==> config.mk <==
export PLATFORM = sky130hd
export DESIGN_NAME = bank_linefill_mshr
export DESIGN_NICKNAME = d
export VERILOG_FILES = /design/src/rtl/bank_linefill_mshr.sv
export SDC_FILE = /design/constraint.sdc
export NUM_CORES = 2
export LEC_CHECK = 0
export CAP_MARGIN = 5
export CORE_ASPECT_RATIO = 1.2
export CORE_MARGIN = 3
export CORE_UTILIZATION = 39
export CTS_CLUSTER_SIZE = 12
export DETAILED_ROUTE_END_ITERATION = 16
export PLACE_DENSITY = 0.58
export SYNTH_ARGS = -nofsm -noshare
export SYNTH_HDL_FRONTEND = slang
export SYNTH_SLANG_ARGS = --single-unit
==> constraint.sdc <==
create_clock -name clk_i -period 49.7 [get_ports clk_i]
set_clock_uncertainty 0.05 [all_clocks]
set_input_delay 14.91 -clock clk_i [delete_from_list [all_inputs] [get_ports clk_i]]
set_output_delay 14.91 -clock clk_i [all_outputs]
set_load 0.1 [all_outputs]
==> src/rtl/bank_linefill_mshr.sv <==
// Miss-status holding registers and linefill sequencer for one cache bank:
// one BIU read per missing line, two 128-bit beats assembled into a 256-bit line.
module bank_linefill_mshr #(
  parameter int MSHR_NUM = 4,
  parameter int ID_WIDTH = 6
) (
  input  logic                clk_i,
  input  logic                rst_i,
  input  logic                alloc_valid_i,
  output logic                alloc_ready_o,
  input  logic [ID_WIDTH-1:0] alloc_line_id_i,
  input  logic [ID_WIDTH-1:0] lookup_line_id_i,
  output logic                lookup_inflight_o,
  output logic                biu_ar_valid_o,
  input  logic                biu_ar_ready_i,
  output logic [ID_WIDTH-1:0] biu_ar_id_o,
  input  logic                biu_r_valid_i,
  input  logic [ID_WIDTH-1:0] biu_r_id_i,
  input  logic [127:0]        biu_r_data_i,
  input  logic                biu_r_last_i,
  output logic                lfb_wen_o,
  output logic [ID_WIDTH-1:0] lfb_waddr_o,
  output logic [255:0]        lfb_wdata_o,
  output logic                isu_rvalid_o,
  output logic [ID_WIDTH-1:0] isu_rid_o,
  output logic                err_o
);

  localparam int IDX_W = $clog2(MSHR_NUM);

  typedef enum logic [1:0] {
    ST_FREE  = 2'd0,
    ST_REQ   = 2'd1,
    ST_BEAT0 = 2'd2,
    ST_BEAT1 = 2'd3
  } ent_state_e;

  ent_state_e          state_r   [MSHR_NUM];
  logic [ID_WIDTH-1:0] line_id_r [MSHR_NUM];
  logic [127:0]        beat0_r   [MSHR_NUM];
  logic [IDX_W-1:0]    rr_ptr_r;
  logic [IDX_W-1:0]    lock_idx_r;
  logic                lock_r;

  logic                alloc_match_s;
  logic                free_any_s;
  logic [IDX_W-1:0]    free_idx_s;
  logic                inflight_s;
  logic                any_req_s;
  logic [IDX_W-1:0]    cand_s;
  logic [IDX_W-1:0]    rr_pick_s;
  logic [IDX_W-1:0]    grant_idx_s;
  logic                resp_hit_s;
  logic [IDX_W-1:0]    resp_idx_s;

  // Entry search: allocation match/free slot, lookup probe, RR pick, response target.
  always_comb begin
    alloc_match_s = 1'b0;
    free_any_s    = 1'b0;
    free_idx_s    = {IDX_W{1'b0}};
    inflight_s    = 1'b0;
    any_req_s     = 1'b0;
    cand_s        = {IDX_W{1'b0}};
    rr_pick_s     = {IDX_W{1'b0}};
    resp_hit_s    = 1'b0;
    resp_idx_s    = {IDX_W{1'b0}};
    // Descending scans let the lowest index (or lowest RR offset) win.
    for (int i = MSHR_NUM - 1; i >= 0; i--) begin
      free_any_s    = free_any_s | (state_r[i] == ST_FREE);
      free_idx_s    = (state_r[i] == ST_FREE) ? IDX_W'(i) : free_idx_s;
      alloc_match_s = alloc_match_s |
                      ((state_r[i] != ST_FREE) && (line_id_r[i] == alloc_line_id_i));
      inflight_s    = inflight_s |
                      ((state_r[i] != ST_FREE) && (line_id_r[i] == lookup_line_id_i));
      any_req_s     = any_req_s | (state_r[i] == ST_REQ);
      resp_hit_s    = resp_hit_s | (((state_r[i] == ST_BEAT0) || (state_r[i] == ST_BEAT1))
                                    && (line_id_r[i] == biu_r_id_i));
      resp_idx_s    = (((state_r[i] == ST_BEAT0) || (state_r[i] == ST_BEAT1))
                       && (line_id_r[i] == biu_r_id_i)) ? IDX_W'(i) : resp_idx_s;
      cand_s        = rr_ptr_r + IDX_W'(i);
      rr_pick_s     = (state_r[cand_s] == ST_REQ) ? cand_s : rr_pick_s;
    end
    grant_idx_s = lock_r ? lock_idx_r : rr_pick_s;
  end

  assign alloc_ready_o     = free_any_s | alloc_match_s;
  assign lookup_inflight_o = inflight_s;
  assign biu_ar_valid_o    = any_req_s;
  assign biu_ar_id_o       = any_req_s ? line_id_r[grant_idx_s] : {ID_WIDTH{1'b0}};

  // Entry state machines, request grant lock, and registered completion/error outputs.
  always_ff @(posedge clk_i or posedge rst_i) begin
    if (rst_i) begin
      for (int i = 0; i < MSHR_NUM; i++) begin
        state_r[i]   <= ST_FREE;
        line_id_r[i] <= {ID_WIDTH{1'b0}};
        beat0_r[i]   <= 128'd0;
      end
      rr_ptr_r     <= {IDX_W{1'b0}};
      lock_idx_r   <= {IDX_W{1'b0}};
      lock_r       <= 1'b0;
      lfb_wen_o    <= 1'b0;
      lfb_waddr_o  <= {ID_WIDTH{1'b0}};
      lfb_wdata_o  <= 256'd0;
      isu_rvalid_o <= 1'b0;
      isu_rid_o    <= {ID_WIDTH{1'b0}};
      err_o        <= 1'b0;
    end else begin
      lfb_wen_o    <= 1'b0;
      isu_rvalid_o <= 1'b0;

      if (alloc_valid_i && alloc_ready_o && !alloc_match_s) begin
        state_r[free_idx_s]   <= ST_REQ;
        line_id_r[free_idx_s] <= alloc_line_id_i;
      end

      // The grant stays locked while the request waits, so the AR id cannot change.
      if (any_req_s && biu_ar_ready_i) begin
        state_r[grant_idx_s] <= ST_BEAT0;
        rr_ptr_r             <= grant_idx_s + 1'b1;
        lock_r               <= 1'b0;
      end else if (any_req_s) begin
        lock_r     <= 1'b1;
        lock_idx_r <= grant_idx_s;
      end else begin
        lock_r <= 1'b0;
      end

      if (biu_r_valid_i) begin
        if (!resp_hit_s) begin
          err_o <= 1'b1;
        end else begin
          case (state_r[resp_idx_s])
            ST_BEAT0: begin
              if (biu_r_last_i) begin
                err_o <= 1'b1;
              end else begin
                beat0_r[resp_idx_s] <= biu_r_data_i;
                state_r[resp_idx_s] <= ST_BEAT1;
              end
            end
            ST_BEAT1: begin
              if (biu_r_last_i) begin
                state_r[resp_idx_s] <= ST_FREE;
                lfb_wen_o           <= 1'b1;
                isu_rvalid_o        <= 1'b1;
                lfb_waddr_o         <= line_id_r[resp_idx_s];
                isu_rid_o           <= line_id_r[resp_idx_s];
                lfb_wdata_o         <= {biu_r_data_i, beat0_r[resp_idx_s]};
              end else begin
                err_o <= 1'b1;
              end
            end
            default: err_o <= 1'b1;
          endcase
        end
      end
    end
  end

endmodule
==> results_dict.tcl <==
set metrics [dict create \
    synth_ff_type "dfrtp_1" \
    avgViaCountPerCell 5.48 \
    post-cts-setup-buffers 0 \
    ir_worst_vdd_mv 0.0764 \
    critical_path_class "in -> out" \
    cts-root-buf "clkbuf_16" \
    gr-usage-met2 0.336 \
    seq_area_frac_synth 0.590 \
    slowest_delay_ns 1.15 \
    yosysUniqueCellTypes 47 \
    row_count 118 \
    grt_use_met3 0.0419 \
    run_status "completed" \
    drtIter0Drc 991 \
    clk_pin_slew_ns 0.06 \
    fp.coreArea_um2 87000 \
    syn_inst 2284 \
    drt-wirelength-per-cell_um 23.4 \
    cp_max_fo 8 \
    grt_usage 0.194 \
    synth.avg_cell_area_um2 15.1 \
    cp.required_ns 34.74 \
    fillers 7449 \
    maxSlewViolCount 0 \
    multiInputGateArea_um2 13200 \
    final-setup-viol-count 0 \
    fin_setup_tns_ns 0 \
    clockBufferDepth 3 \
    hpwlAfterDp_um 53500 \
    die_w_um 277 \
    ys_ff_latch 813 \
    clk_latency_ns 0.65 \
    crit_path_start_kind "input port" \
    min_period_ns 32.75 \
    fin_util 0.487 \
    dieHeight_um 332 \
    post-route-period-util 0.659 \
    cts_made_buffers 87 \
    crit_path_end_kind "output pin" \
    layout-drive-gt1-share 0.311 \
    area_growth_pct 23.0 \
    drcViolationCount 0 \
    cts_resized 0 \
    holdBufCountCts 0 \
    critPathMostFrequentCell "clkdlybuf4s50_1" \
    cp_top_family "buffers and inverters" \
    netlist_area_um2 34500 \
    tightest_slew_ns 1.35 \
    crit_buf_inv 2 \
    dieArea_um2 92000 \
    p_per_area_nw_per_um2 60.3 \
    slowest_stage "clkdlybuf4s50_1" \
    gp_congestion 0.876 \
    grt-busiest-layer "met2" \
    synth_nets 2440 \
    use_met1 0.246 \
    cts_tree "yes" \
    htree_levels 3 \
    max_freq_ghz 0.0305 \
    rsz0062_at_grt "false" \
    initial_core_util 0.396 \
    io_buffers 431 \
    grt_pass1_vias 23200 \
    grt_max_degree 186 \
    async_reset_ff_frac 1.00 \
    via_count 21100 \
    hold_path_class "reg -> reg" \
    p_leak_nw 20.2 \
    relSlewSlack 0.0980 \
    path_cells "clkdlybuf4s50_1 > xor2_1 > nor4_1 > nand4_1 > and4_1 > nand3b_1 > clkdlybuf4s50_1" \
    hold_violations 0 \
    synth_edf_count 0 \
    io_pins 432 \
    cts.sink_count 813 \
    arrival_ns 17.79 \
    grt_pass1_wl_um 141000 \
    maxCapViolations 0 \
    regArea_um2 20300 \
    nNetsFinal 2793 \
    grt_overflow 0 \
    yosys_warnings 0 \
    antenna_found_initial 1 \
    first_pass_iters 7 \
    wl_um 90000 \
    ant_nets 0 \
]
## metrics by stage
stage                     cells  setup WS (ns)  cell area, um^2  power (mW)  hold slack (ns)
final                      3845          16.95            42400        2.56            0.431
after global routing       3843          16.87            42400        2.68            0.447
after CTS                  3843          16.99            42400        2.59            0.437
after detailed placement   3688          17.00            39500        1.93            0.424
after global placement     3688          17.04            39500        1.91            0.417
after floorplan            2284          11.91            34500        1.69            0.422
## Yosys cell counts, types with 2 or more instances
cell type	n	area, um^2
a21oi_1	14	70.1
a221o_1	134	1340
a22o_1	134	1170
a22oi_1	3	22.5
a311oi_1	2	17.5
a31oi_1	2	12.5
and2_1	7	43.8
and3_1	2	12.5
and4_1	3	26.3
buf_1	7	26.3
buf_2	51	255
buf_4	11	82.6
buf_6	23	259
clkbuf_1	99	372
dfrtp_1	813	20300
ha_1	4	50.1
inv_1	5	18.8
mux2_1	135	1520
mux2_2	666	7500
mux4_2	6	135
nand2_1	9	33.8
nand2b_1	5	31.3
nand3_1	3	15.0
nand3b_1	2	15.0
nand4_1	15	93.8
nor2_1	13	48.8
nor2b_1	7	43.8
nor3_1	8	40.0
nor4_1	9	56.3
o21ai_0	4	20.0
or3_1	2	12.5
xnor2_1	38	333
xor2_1	34	298
## sequential cells by signal (all words and copies together) (netlist names)
| name | count |
|---|---|
| state_r | 8 |
| lock_idx_r | 2 |
| isu_rid_o | 6 |
| lfb_wdata_o | 256 |
| lfb_wen_o | 1 |
| line_id_r | 24 |
| rr_ptr_r | 2 |
| lock_r | 1 |
| beat0_r | 512 |
| err_o | 1 |
## cells in the final DEF (no fill, tap or decap), types with 23 or more instances in the layout
cell / instances
clkbuf_16: 88
xor2_1: 34
clkbuf_1: 23
mux2_2: 666
a221o_1: 134
a22o_1: 134
mux2_1: 135
clkdlybuf4s50_1: 431
xnor2_1: 38
dfrtp_1: 813
clkbuf_8: 27
## area by class of cell
| class | instances | share of cell area |
|---|---|---|
| antenna | 2 | 0.000118 |
| multi-input combinational | 1275 | 0.311 |
| clock buffer | 138 | 0.0628 |
| inverter | 5 | 0.000620 |
| timing repair buffer | 455 | 0.108 |
| tap | 1140 | 0.0337 |
| sequential | 813 | 0.480 |
| clock inverter | 17 | 0.00458 |
## final timing paths
check	startpoint	endpoint	slack (ns)	depth (start not counted)
hold reg to reg	lfb_wdata_o[196]$_DFFE_PP0P_	lfb_wdata_o[196]$_DFFE_PP0P_	0.43	1
hold / removal	lfb_wdata_o[196]$_DFFE_PP0P_	lfb_wdata_o[196]$_DFFE_PP0P_	0.43	1
setup / recovery	alloc_line_id_i[0]	alloc_ready_o	16.95	7
min in group asynchronous	rst_i	beat0_r[165]$_DFFE_PP0P_	14.73	2
max in group asynchronous	rst_i	lfb_wdata_o[233]$_DFFE_PP0P_	31.40	5
setup reg to reg	line_id_r[19]$_DFFE_PP0P_	beat0_r[47]$_DFFE_PP0P_	44.89	8
## power breakdown
| group | internal (mW) | total [mW] | switching [mW] |
|---|---|---|---|
| registers | 0.863 | 0.992 | 0.129 |
| logic | 0.321 | 0.923 | 0.602 |
| clock network | 0.377 | 0.641 | 0.264 |
## layer usage
metal	wire length, um	part of all wire	vias up
met5	0	0	-
met2	45300	0.50	472
met4	1520	0.017	0
met3	4960	0.055	104
met1	38200	0.42	11300
li1	-	-	9213
## worst reg2reg max path: stages (launching register included)
cell and delay (ns):
dfrtp_1 0.56, xnor2_1 0.19, nand4_1 0.13, nor3_1 0.74, a31o_4 0.86, o2bb2ai_2 0.29, nand3_4 0.69, buf_4 0.61
mux2_2 0.56
## logic make-up after synthesis
| group | synth area share |
|---|---|
| flip-flops | 0.590 |
| multiplexers | 0.266 |
| AO/OA/AOI/OAI | 0.0796 |
| adder cells (fa/ha/maj) | 0.00145 |
| buffers and inverters | 0.0294 |
| AND/OR/NAND/NOR | 0.0151 |
| XOR/XNOR | 0.0183 |
Note: power is estimated with default switching activity, not from simulation.
